[src/rtl/router_port_drain_arbiter_pkg.sv]
`default_nettype none
// =============================================================================
// Package : router_pkg
// Shared types for the router port drain arbiter.
// Revision: 1.0
// =============================================================================
package router_pkg;

    localparam int c_DATA_W = 8;

    typedef logic [1:0] port_idx_t;

    typedef enum logic [1:0] {
        ST_IDLE  = 2'd0,
        ST_GRANT = 2'd1,
        ST_XFER  = 2'd2
    } arb_state_e;

endpackage
`default_nettype wire

[src/rtl/router_port_drain_arbiter_if.sv]
`default_nettype none
// =============================================================================
// Interface : router_port_drain_arbiter_if
// Router-port side and downstream byte-stream side of the drain arbiter.
// Packet counters exist only when ARB_PKT_CNT_EN is defined.
// Revision: 1.0
// =============================================================================
interface router_port_drain_arbiter_if
    import router_pkg::*;
#(
    parameter int DATA_W = c_DATA_W
`ifdef ARB_PKT_CNT_EN
    ,
    parameter int CNT_W  = 16
`endif
) ();

    logic              ready_0, ready_1, ready_2, ready_3;
    logic [DATA_W-1:0] data_0, data_1, data_2, data_3;
    logic              read_0, read_1, read_2, read_3;
    logic              out_valid;
    logic              out_ready;
    logic [DATA_W-1:0] out_data;
    port_idx_t         out_port;
    logic              out_sop;
    logic              out_eop;
    logic              busy;
`ifdef ARB_PKT_CNT_EN
    logic [CNT_W-1:0]  pkt_cnt_0, pkt_cnt_1, pkt_cnt_2, pkt_cnt_3;
`endif

    modport master (
        input  ready_0, ready_1, ready_2, ready_3,
        input  data_0, data_1, data_2, data_3,
        input  out_ready,
        output read_0, read_1, read_2, read_3,
        output out_valid, out_data, out_port, out_sop, out_eop, busy
`ifdef ARB_PKT_CNT_EN
        ,
        output pkt_cnt_0, pkt_cnt_1, pkt_cnt_2, pkt_cnt_3
`endif
    );

    modport slave (
        output ready_0, ready_1, ready_2, ready_3,
        output data_0, data_1, data_2, data_3,
        output out_ready,
        input  read_0, read_1, read_2, read_3,
        input  out_valid, out_data, out_port, out_sop, out_eop, busy
`ifdef ARB_PKT_CNT_EN
        ,
        input  pkt_cnt_0, pkt_cnt_1, pkt_cnt_2, pkt_cnt_3
`endif
    );

endinterface
`default_nettype wire

[src/rtl/router_port_drain_arbiter_rr.sv]
`default_nettype none
// =============================================================================
// Module  : rr_arbiter_4
// Combinational 4-way round-robin pick: first requester at or after ptr.
// Revision: 1.0
// =============================================================================
module rr_arbiter_4
    import router_pkg::*;
(
    input  wire logic [3:0] req,
    input  wire logic [1:0] ptr,
    output port_idx_t       gnt_idx,
    output logic            gnt_vld
);

    port_idx_t w_cand;

    always_comb begin
        gnt_idx = ptr;
        gnt_vld = 1'b0;
        w_cand  = ptr;
        // Scan farthest-first so the nearest requester at/after ptr wins.
        for (int k = 3; k >= 0; k--) begin
            w_cand = ptr + port_idx_t'(k);
            if (req[w_cand]) begin
                gnt_idx = w_cand;
                gnt_vld = 1'b1;
            end
        end
    end

endmodule
`default_nettype wire

[src/rtl/router_port_drain_arbiter.sv]
`default_nettype none
// =============================================================================
// Module  : router_port_drain_arbiter
// Round-robin packet drain of four router ports into one tagged byte stream.
// Optional per-port packet counters: define ARB_PKT_CNT_EN.
// Revision: 1.0
// =============================================================================
module router_port_drain_arbiter
    import router_pkg::*;
#(
    parameter int DATA_W = c_DATA_W,
    parameter int SKID_D = 2
`ifdef ARB_PKT_CNT_EN
    ,
    parameter int CNT_W  = 16
`endif
) (
    input  wire logic                   clock,
    input  wire logic                   reset,
    router_port_drain_arbiter_if.master bus
);

    localparam int c_PTR_W = (SKID_D > 2) ? $clog2(SKID_D) : 1;
    localparam int c_CW    = $clog2(SKID_D + 1);

    typedef struct packed {
        logic [DATA_W-1:0] data;
        port_idx_t         port;
        logic              sop;
        logic              eop;
    } skid_entry_t;

    arb_state_e        r_state;
    port_idx_t         r_ptr;
    port_idx_t         r_grant;
    logic              r_sop_pend;
    logic              r_inflight;
    skid_entry_t       r_skid [SKID_D];
    logic [c_PTR_W-1:0] r_wr_ptr;
    logic [c_PTR_W-1:0] r_rd_ptr;
    logic [c_CW-1:0]   r_count;

    logic [3:0]        w_req;
    logic [3:0]        w_read;
    logic [DATA_W-1:0] w_data [4];
    port_idx_t         w_pick;
    logic              w_pick_vld;
    logic              w_ready_g;
    logic              w_room;
    logic              w_read_g;
    logic              w_out_valid;
    logic              w_pop;
    logic [c_CW:0]     w_used;
    skid_entry_t       w_head;

    function automatic logic [c_PTR_W-1:0] f_next(input logic [c_PTR_W-1:0] p);
        return (p == c_PTR_W'(SKID_D - 1)) ? '0 : p + 1'b1;
    endfunction

    assign w_req     = {bus.ready_3, bus.ready_2, bus.ready_1, bus.ready_0};
    assign w_data[0] = bus.data_0;
    assign w_data[1] = bus.data_1;
    assign w_data[2] = bus.data_2;
    assign w_data[3] = bus.data_3;

    rr_arbiter_4 u_rr (
        .req     (w_req),
        .ptr     (r_ptr),
        .gnt_idx (w_pick),
        .gnt_vld (w_pick_vld)
    );

    // The byte already in flight from the router counts as occupying a slot.
    assign w_ready_g = w_req[r_grant];
    assign w_used    = {1'b0, r_count} + {{c_CW{1'b0}}, r_inflight};
    assign w_room    = (32'(w_used) + 32'd2) <= 32'(SKID_D);
    assign w_read_g  = (r_state == ST_XFER) && w_ready_g && w_room;

    always_comb begin
        w_read          = '0;
        w_read[r_grant] = w_read_g;
    end

    assign bus.read_0 = w_read[0];
    assign bus.read_1 = w_read[1];
    assign bus.read_2 = w_read[2];
    assign bus.read_3 = w_read[3];

    always_ff @(posedge clock or negedge reset) begin
        if (!reset) begin
            r_state    <= ST_IDLE;
            r_ptr      <= '0;
            r_grant    <= '0;
            r_sop_pend <= 1'b0;
            r_inflight <= 1'b0;
        end else begin
            r_inflight <= w_read_g;
            case (r_state)
                ST_IDLE: begin
                    if (w_pick_vld) begin
                        r_grant <= w_pick;
                        r_state <= ST_GRANT;
                    end
                end
                ST_GRANT: begin
                    if (w_ready_g) begin
                        r_sop_pend <= 1'b1;
                        r_state    <= ST_XFER;
                    end else begin
                        r_ptr   <= r_grant + 2'd1;
                        r_state <= ST_IDLE;
                    end
                end
                ST_XFER: begin
                    if (r_inflight) begin
                        r_sop_pend <= 1'b0;
                        // Router dropping ready at the capture edge marks the last byte.
                        if (!w_ready_g) begin
                            r_ptr   <= r_grant + 2'd1;
                            r_state <= ST_IDLE;
                        end
                    end
                end
                default: r_state <= ST_IDLE;
            endcase
        end
    end

    assign w_head      = r_skid[r_rd_ptr];
    assign w_out_valid = (r_count != '0);
    assign w_pop       = w_out_valid && bus.out_ready;

    always_ff @(posedge clock or negedge reset) begin
        if (!reset) begin
            for (int i = 0; i < SKID_D; i++) r_skid[i] <= '0;
            r_wr_ptr <= '0;
            r_rd_ptr <= '0;
            r_count  <= '0;
        end else begin
            if (r_inflight) begin
                r_skid[r_wr_ptr] <= '{data: w_data[r_grant], port: r_grant,
                                      sop: r_sop_pend, eop: !w_ready_g};
                r_wr_ptr         <= f_next(r_wr_ptr);
            end
            if (w_pop) r_rd_ptr <= f_next(r_rd_ptr);
            case ({r_inflight, w_pop})
                2'b10:   r_count <= r_count + 1'b1;
                2'b01:   r_count <= r_count - 1'b1;
                default: r_count <= r_count;
            endcase
        end
    end

    assign bus.out_valid = w_out_valid;
    assign bus.out_data  = w_head.data;
    assign bus.out_port  = w_head.port;
    assign bus.out_sop   = w_head.sop;
    assign bus.out_eop   = w_head.eop;
    assign bus.busy      = (r_state != ST_IDLE) || w_out_valid;

`ifdef ARB_PKT_CNT_EN
    logic [CNT_W-1:0] r_pkt_cnt [4];

    always_ff @(posedge clock or negedge reset) begin
        if (!reset) begin
            for (int i = 0; i < 4; i++) r_pkt_cnt[i] <= '0;
        end else if (w_pop && w_head.eop) begin
            r_pkt_cnt[w_head.port] <= r_pkt_cnt[w_head.port] + 1'b1;
        end
    end

    assign bus.pkt_cnt_0 = r_pkt_cnt[0];
    assign bus.pkt_cnt_1 = r_pkt_cnt[1];
    assign bus.pkt_cnt_2 = r_pkt_cnt[2];
    assign bus.pkt_cnt_3 = r_pkt_cnt[3];
`endif

endmodule
`default_nettype wire

[src/flat_wrapper.sv]
// flat-port wrapper written by rule: the top's interface ports become plain ports
module router_port_drain_arbiter_flat import router_pkg::*;
#(
    parameter int DATA_W = c_DATA_W,
    parameter int SKID_D = 2

)
  (clock, reset, bus_ready_0, bus_ready_1, bus_ready_2, bus_ready_3, bus_data_0, bus_data_1, bus_data_2, bus_data_3, bus_out_ready, bus_read_0, bus_read_1, bus_read_2, bus_read_3, bus_out_valid, bus_out_data, bus_out_port, bus_out_sop, bus_out_eop, bus_busy);
  router_port_drain_arbiter_if #(.DATA_W(DATA_W)) bus_i ();
  input  wire logic clock;
  input  wire logic reset;
  input wire logic [$bits(bus_i.ready_0)-1:0] bus_ready_0;
  input wire logic [$bits(bus_i.ready_1)-1:0] bus_ready_1;
  input wire logic [$bits(bus_i.ready_2)-1:0] bus_ready_2;
  input wire logic [$bits(bus_i.ready_3)-1:0] bus_ready_3;
  input wire logic [$bits(bus_i.data_0)-1:0] bus_data_0;
  input wire logic [$bits(bus_i.data_1)-1:0] bus_data_1;
  input wire logic [$bits(bus_i.data_2)-1:0] bus_data_2;
  input wire logic [$bits(bus_i.data_3)-1:0] bus_data_3;
  input wire logic [$bits(bus_i.out_ready)-1:0] bus_out_ready;
  output wire logic [$bits(bus_i.read_0)-1:0] bus_read_0;
  output wire logic [$bits(bus_i.read_1)-1:0] bus_read_1;
  output wire logic [$bits(bus_i.read_2)-1:0] bus_read_2;
  output wire logic [$bits(bus_i.read_3)-1:0] bus_read_3;
  output wire logic [$bits(bus_i.out_valid)-1:0] bus_out_valid;
  output wire logic [$bits(bus_i.out_data)-1:0] bus_out_data;
  output wire logic [$bits(bus_i.out_port)-1:0] bus_out_port;
  output wire logic [$bits(bus_i.out_sop)-1:0] bus_out_sop;
  output wire logic [$bits(bus_i.out_eop)-1:0] bus_out_eop;
  output wire logic [$bits(bus_i.busy)-1:0] bus_busy;
  assign bus_i.ready_0 = bus_ready_0;
  assign bus_i.ready_1 = bus_ready_1;
  assign bus_i.ready_2 = bus_ready_2;
  assign bus_i.ready_3 = bus_ready_3;
  assign bus_i.data_0 = bus_data_0;
  assign bus_i.data_1 = bus_data_1;
  assign bus_i.data_2 = bus_data_2;
  assign bus_i.data_3 = bus_data_3;
  assign bus_i.out_ready = bus_out_ready;
  assign bus_read_0 = bus_i.read_0;
  assign bus_read_1 = bus_i.read_1;
  assign bus_read_2 = bus_i.read_2;
  assign bus_read_3 = bus_i.read_3;
  assign bus_out_valid = bus_i.out_valid;
  assign bus_out_data = bus_i.out_data;
  assign bus_out_port = bus_i.out_port;
  assign bus_out_sop = bus_i.out_sop;
  assign bus_out_eop = bus_i.out_eop;
  assign bus_busy = bus_i.busy;
  router_port_drain_arbiter #(.DATA_W(DATA_W), .SKID_D(SKID_D)) u_core (.clock(clock), .reset(reset), .bus(bus_i));
endmodule
[config.mk]
export PLATFORM = sky130hd
export DESIGN_NAME = router_port_drain_arbiter_flat
export DESIGN_NICKNAME = d
export VERILOG_FILES = /design/src/rtl/router_port_drain_arbiter_pkg.sv /design/src/rtl/router_port_drain_arbiter_if.sv /design/src/rtl/router_port_drain_arbiter_rr.sv /design/src/rtl/router_port_drain_arbiter.sv /design/src/flat_wrapper.sv
export SDC_FILE = /design/constraint.sdc
export NUM_CORES = 1
export LEC_CHECK = 0
export CORE_MARGIN = 3
export CORE_UTILIZATION = 50
export CTS_BUF_LIST = sky130_fd_sc_hd__clkbuf_4
export DETAILED_ROUTE_END_ITERATION = 6
export DONT_BUFFER_PORTS = 1
export PLACE_DENSITY_LB_ADDON = 0.08
export SYNTH_ARGS = -nofsm -noshare
export SYNTH_HDL_FRONTEND = slang
export SYNTH_HIERARCHICAL = 1
export SYNTH_SLANG_ARGS = --single-unit
[constraint.sdc]
create_clock -name clock -period 1.9 [get_ports clock]
set_clock_uncertainty 0.1 [all_clocks]
set_input_delay 0.19 -clock clock [delete_from_list [all_inputs] [get_ports clock]]
set_output_delay 0.19 -clock clock [all_outputs]
set_load 0.01 [all_outputs]
# After elaboration in Yosys (flattened, before gate mapping)
# Cells that the tools add are included.
dict set report totals {
  register_bits 36
  input_bits 39
  out_inout_bits 18
  word_cells 108
}
dict set report op_classes {
  add_sub_neg 10
  order_cmp 11
  n_eq_ne 8
  n_mux 43
  n_bitwise 4
  reduce_logical 16
}
# op n
set op_table {}
lappend op_table {{$mux 12} 4}
lappend op_table {{$le 32x2->1 const B} 1}
lappend op_table {{$bwmux 24} 1}
lappend op_table {{$mux 2} 10}
lappend op_table {{$bmux 8 s2} 1}
lappend op_table {{$mux 8} 2}
lappend op_table {{$lt 2x3->1 const B} 5}
lappend op_table {{$mux 1} 14}
lappend op_table {{$demux 12 s1} 1}
lappend op_table {{$bmux 1 s2} 5}
lappend op_table {{$pmux 2 s2} 2}
lappend op_table {{$reduce_bool 2->1} 4}
lappend op_table {{$add 2x1->2 const B} 3}
lappend op_table {{$pmux 2 s3} 1}
lappend op_table {{$reduce_and 3->1} 2}
lappend op_table {{$logic_and 1x1->1} 5}
lappend op_table {{$add 2x2->2 const B} 2}
lappend op_table {{$add 3x2->4 const B} 1}
lappend op_table {{$and 4x4->4} 1}
lappend op_table {{$eq 2x1->1 const B} 2}
lappend op_table {{$eq 2x2->1 const B} 2}
lappend op_table {{$ge 2x2->1 const B} 2}
lappend op_table {{$ne 2x1->1 const B} 2}
lappend op_table {{$ne 2x2->1 const B} 2}
lappend op_table {{14 further kinds} 17}

# Logic depth before layout (Yosys ltp)
dict set report depth {
  ltp_word 9
  mapped_depth 7
  mapped_depth_nobuf 7
}

# By module
# Netlist, hierarchy kept.
# module instances cells_per_inst area_per_inst_um2
set modules_own_cells {}
lappend modules_own_cells {router_port_drain_arbiter 1 153 1984.4}
lappend modules_own_cells {rr_arbiter_4 1 16 100.1}

# Worst setup path before layout
# Ideal clock, no wire load.
dict set report synth_path {
  path_kind {register to output}
  from {register u_core.r_inflight}
  to {output bus_read_0}
  arrival_time_ps 1359
  required_time_ps 1610
  setup_slack_ps 251
  path_stages_with_launch 7
  path_buffers 0
  cell_sequence {dfrtp_1 ha_1 inv_1 ha_1 nand2b_1 and3_1 and2_1}
}
dict set report synth_between {
  elab_chain_len 5
}
# element line_no
set synth_rtl {}
lappend synth_rtl {{start, declared} router_port_drain_arbiter.sv:37} ;# logic r_inflight;
lappend synth_rtl {{start signal, assigned} router_port_drain_arbiter.sv:97} ;# r_inflight <= w_read_g;
lappend synth_rtl {{$add 2x1->3} router_port_drain_arbiter.sv:75} ;# assign w_used = {1'b0, r_count} + {{c_CW{1'b0}}, r_inflight};
lappend synth_rtl {{$add 3x2->4} router_port_drain_arbiter.sv:76} ;# assign w_room = (32'(w_used) + 32'd2) <= 32'(SKID_D);
lappend synth_rtl {{$le 32x2->1} router_port_drain_arbiter.sv:76}
lappend synth_rtl {{$logic_and 1x1->1} router_port_drain_arbiter.sv:77} ;# assign w_read_g = (r_state == ST_XFER) && w_ready_g && w_room;
lappend synth_rtl {{named net u_core.w_read_g} router_port_drain_arbiter.sv:50} ;# logic w_read_g;
lappend synth_rtl {{$and 4x4->4 (no line)} --}
lappend synth_rtl {{end, declared} flat_wrapper.sv:21} ;# output wire logic [$bits(bus_i.read_0)-1:0] bus_read_0;
# The timed path passes the listed nets, and every way through them passes these cells.

# Worst setup path in the final report
dict set report layout_path {
  from {register u_core.r_count[0]}
  to {output bus_read_2}
}
dict set report layout_between {
  elab_chain_len 5
}
# element line_no
set layout_rtl {}
lappend layout_rtl {{start, declared} router_port_drain_arbiter.sv:41} ;# logic [c_CW-1:0] r_count;
lappend layout_rtl {{start signal, assigned} router_port_drain_arbiter.sv:147} ;# 2'b10: r_count <= r_count + 1'b1;
lappend layout_rtl {{start signal, assigned} router_port_drain_arbiter.sv:148} ;# 2'b01: r_count <= r_count - 1'b1;
lappend layout_rtl {{start signal, assigned} router_port_drain_arbiter.sv:149} ;# default: r_count <= r_count;
lappend layout_rtl {{$add 2x1->3} router_port_drain_arbiter.sv:75}
lappend layout_rtl {{$add 3x2->4} router_port_drain_arbiter.sv:76}
lappend layout_rtl {{$le 32x2->1} router_port_drain_arbiter.sv:76}
lappend layout_rtl {{$logic_and 1x1->1} router_port_drain_arbiter.sv:77}
lappend layout_rtl {{named net u_core.w_read_g} router_port_drain_arbiter.sv:50}
lappend layout_rtl {{$and 4x4->4 (no line)} --}
lappend layout_rtl {{end, declared} flat_wrapper.sv:23} ;# output wire logic [$bits(bus_i.read_2)-1:0] bus_read_2;
# The timed path passes the listed nets, and every way through them passes these cells.

==> metrics.yaml <==
grt.total_usage_pct: 16.68
hold_viol: 0
syn-cell-area_mm2: 0.002084
place.gp.congestion: 0.8554
grt_max_degree: 37
diodes: 0
htree_levels: 2
firstDrtPassIters: 5
die_area_mm2: 0.004979
timing.final.crit_share_pct: 101.6
startpoint_type: "flip-flop"
slew_headroom_pct: 67.99
setup_slack_ns: -0.03107
synthXorXnorAreaFrac_pct: 2.101
drive_above_1_share_pct: 42.25
power_switching_mw: 1.345
cts_tree: "yes"
slew_viol_final: 0
crit_fanout: 5
synth_edf_count: 0
multiInputGateArea_mm2: 0.001175
num_vias: 1338
synth_top_family_by_area: "multiplexers"
holdWs_ns: 0.03620
grt_overflow: 0
synthAdderAreaFrac_pct: 6.603
end_kind: "output pin"
ff2ff_path_depth: 7
finalWirelength_mm: 4.043
power_leakage_nw: 1.056
tightest_slew_ns: 0.4790
synthTopCellsByArea: "dfrtp_1, mux2_2, ha_1, mux4_2, nand2_1"
synth.top_cells.by_count: "dfrtp_1, mux2_2, nand2_1"
rr_startpoint: "u_core/r_count[0]"
n_fill_cell: 290
fin_cells: 235
synth.area.mux_share_pct: 30.49
drtAntennaViolNets: 0
yosys.area_share.simple_pct: 10.38
seqCellArea_um2: 903.4
slowest_stage: "dfrtp_1"
crit_chain: "ha_2, inv_2, ha_4, nand2b_4, and3_4, and2_4"
worstHoldPathCells: 3
power.density_mw_per_mm2: 1561
utilization_pct: 62.13
cp_data_required_time_ns: 1.61
hold_end: "u_core/r_grant[1]"
critPathKind: "flip-flop to output pin"
layout_min_cycle_time_ns: 1.931
start_util_pct: 54.48
grt_pass1_vias: 1385
maxCapViolations: 0
synth_top_area_share_pct: 43.22
fmax_mhz: 517.8
setup_violations: 4
die_x_um: 70.57
dp_worst_setup_slack_ns: 0.08962
synth-compound-area-share_pct: 4.082
cts_inserted_buffers: 5
avgViaCountPerCell: 5.694
synth_area_per_cell_um2: 12.33
dp.cells: 220
r2r_slack_ns: 0.15
synth.largest_area_cell: "dfrtp_1"
clock_power_share_pct: 14.2
ir_drop_v: 0.0006755
netlist_instances: 169
rsz0062_at_grt: "true"
place_area_mm2: 0.002173
p_comb_share_pct: 49.0
cts.clk_slew.worst_paths_ns: 0.11
wire_per_inst_um: 17.20
coreArea_mm2: 0.003826
min-delay-path-class: "input port to flip-flop"
intPower_mw: 2.365
numClockSinks: 36
post-route-drc-count: 0
outcome: "finished, violations left"
pwr-share-seq_pct: 36.8
power.total_mw: 3.710
drt-initial-drc-count: 37
cpPeakStageDelay_ns: 0.38
die_h_um: 70.57
cts.path.max_buffers: 2
synthFlopType: "dfrtp_1"
area_delta_synth_final_pct: 14.05
setup_tns_ns: -0.1176
switching_share_pct: 36.25
synth_cell_types: 32
hpwlAfterDp_mm: 2.916
violations: "negative setup slack"
async_flop_share_pct: 100.0
cp_data_arrival_time_ns: 1.64
root_buffer: "clkbuf_4"
io_buffers: 0
ys_seq_elements: 36
placement_rows: 22
synth_warnings: 6
fin_nets: 236
r2r-end: "u_core/r_count[1]"
stdcell_area_mm2: 0.002377
syn-num-nets: 219
grt_antenna_before_repair: 0
grt_pass1_wl_mm: 6.506
yosysSeqAreaShare_pct: 43.22
worstHoldStart: "bus_ready_3"
insertion_delay_ns: 0.33
ios: 57
cell type report:
type | count | area share, %
clock buffer | 5 | 1.579
clock inverter | 3 | 1.579
inverter | 9 | 1.421
multi-input combinational | 119 | 49.42
sequential | 36 | 38.00
tap | 48 | 2.526
timing repair buffer | 15 | 5.474
layer usage:
metal / share of wire (%) / up-vias / wire [µm] / track usage, %
li1: - / 642 / - / -
met3: 6.6 / 4 / 266 / 5.398
met2: 50 / 35 / 2020 / 28.48
met1: 43 / 657 / 1722 / 19.67
met4: 0.82 / 0 / 33 / 6.263
met5: 0 / - / 0 / 0
timing repair:
action / in CTS / in global routing
pin swaps: 8 / 1
setup buffers: 3 / 1
setup endpoints to repair: 4 / 16
gates resized for setup: 15 / 1
endpoints found under the hold margin: 37 / 0
hold buffers: 3 / 0
kinds of logic (layout without fill, tap and decap cells):
kind of cell | count (synthesis) | count (layout)
simple gates | 42 | 42
flops | 36 | 36
mux | 47 | 47
buf+inv | 14 | 32
fa+ha+maj | 11 | 11
xor+xnor | 5 | 5
compound gates | 14 | 14
worst max path at each step:
stage / to / from
5_1_grt: bus_read_3 / u_core/r_count[0]
2_1_floorplan: bus_read_0 / u_core/r_inflight
4_1_cts: bus_read_2 / u_core/r_inflight
3_5_place_dp: bus_read_2 / u_core/r_state[0]
3_3_place_gp: bus_read_2 / u_core/r_count[0]
6_report: bus_read_2 / u_core/r_count[0]
cells in the final DEF, fill, tap and decap left out, types with 2 or more instances in the layout:
master | Yosys | layout
mux2_2 | 36 | 36
a21oi_1 | 2 | 2
dlygate4sd3_1 | 0 | 2
mux4_2 | 6 | 6
and2_4 | 0 | 4
nand2b_1 | 4 | 3
xnor2_1 | 3 | 3
dfrtp_2 | 0 | 2
mux2i_1 | 2 | 2
inv_1 | 9 | 7
clkinv_1 | 0 | 2
o21ai_0 | 7 | 7
ha_1 | 11 | 8
xor2_1 | 2 | 2
ha_4 | 0 | 2
clkbuf_4 | 0 | 5
dfrtp_1 | 36 | 34
and2b_2 | 2 | 2
nand2_1 | 15 | 15
nor2_1 | 8 | 8
buf_4 | 0 | 12
mux4_1 | 2 | 2
inv_2 | 0 | 2
worst max-delay path: cells and delay by family (launching register included):
family | cells | cell delay (ns)
buffers and inverters | 1 | 0.04
DFF | 1 | 0.38
adders and majority gates | 2 | 0.42
and+or+nand+nor | 3 | 0.47
power groups by stage:
stage	clock network [mW]	registers (mW)	logic, mW
2_1_floorplan	0	1.30	1.39
3_3_place_gp	0	1.38	1.60
3_5_place_dp	0	1.41	1.65
4_1_cts	0.539	1.37	1.84
5_1_grt	0.567	1.43	2.01
6_report	0.527	1.37	1.82
sequential cells by signal, indices dropped and copies added, names as in the netlist:
signal and cells:
u_core/r_sop_pend 1, u_core/r_inflight 1, u_core/r_wr_ptr 1, u_core/r_grant 2, u_core/r_ptr 2, u_core/r_state 2
u_core/r_rd_ptr 1, u_core/r_skid 24, u_core/r_count 2
Note: power is estimated with default switching activity, not from simulation.
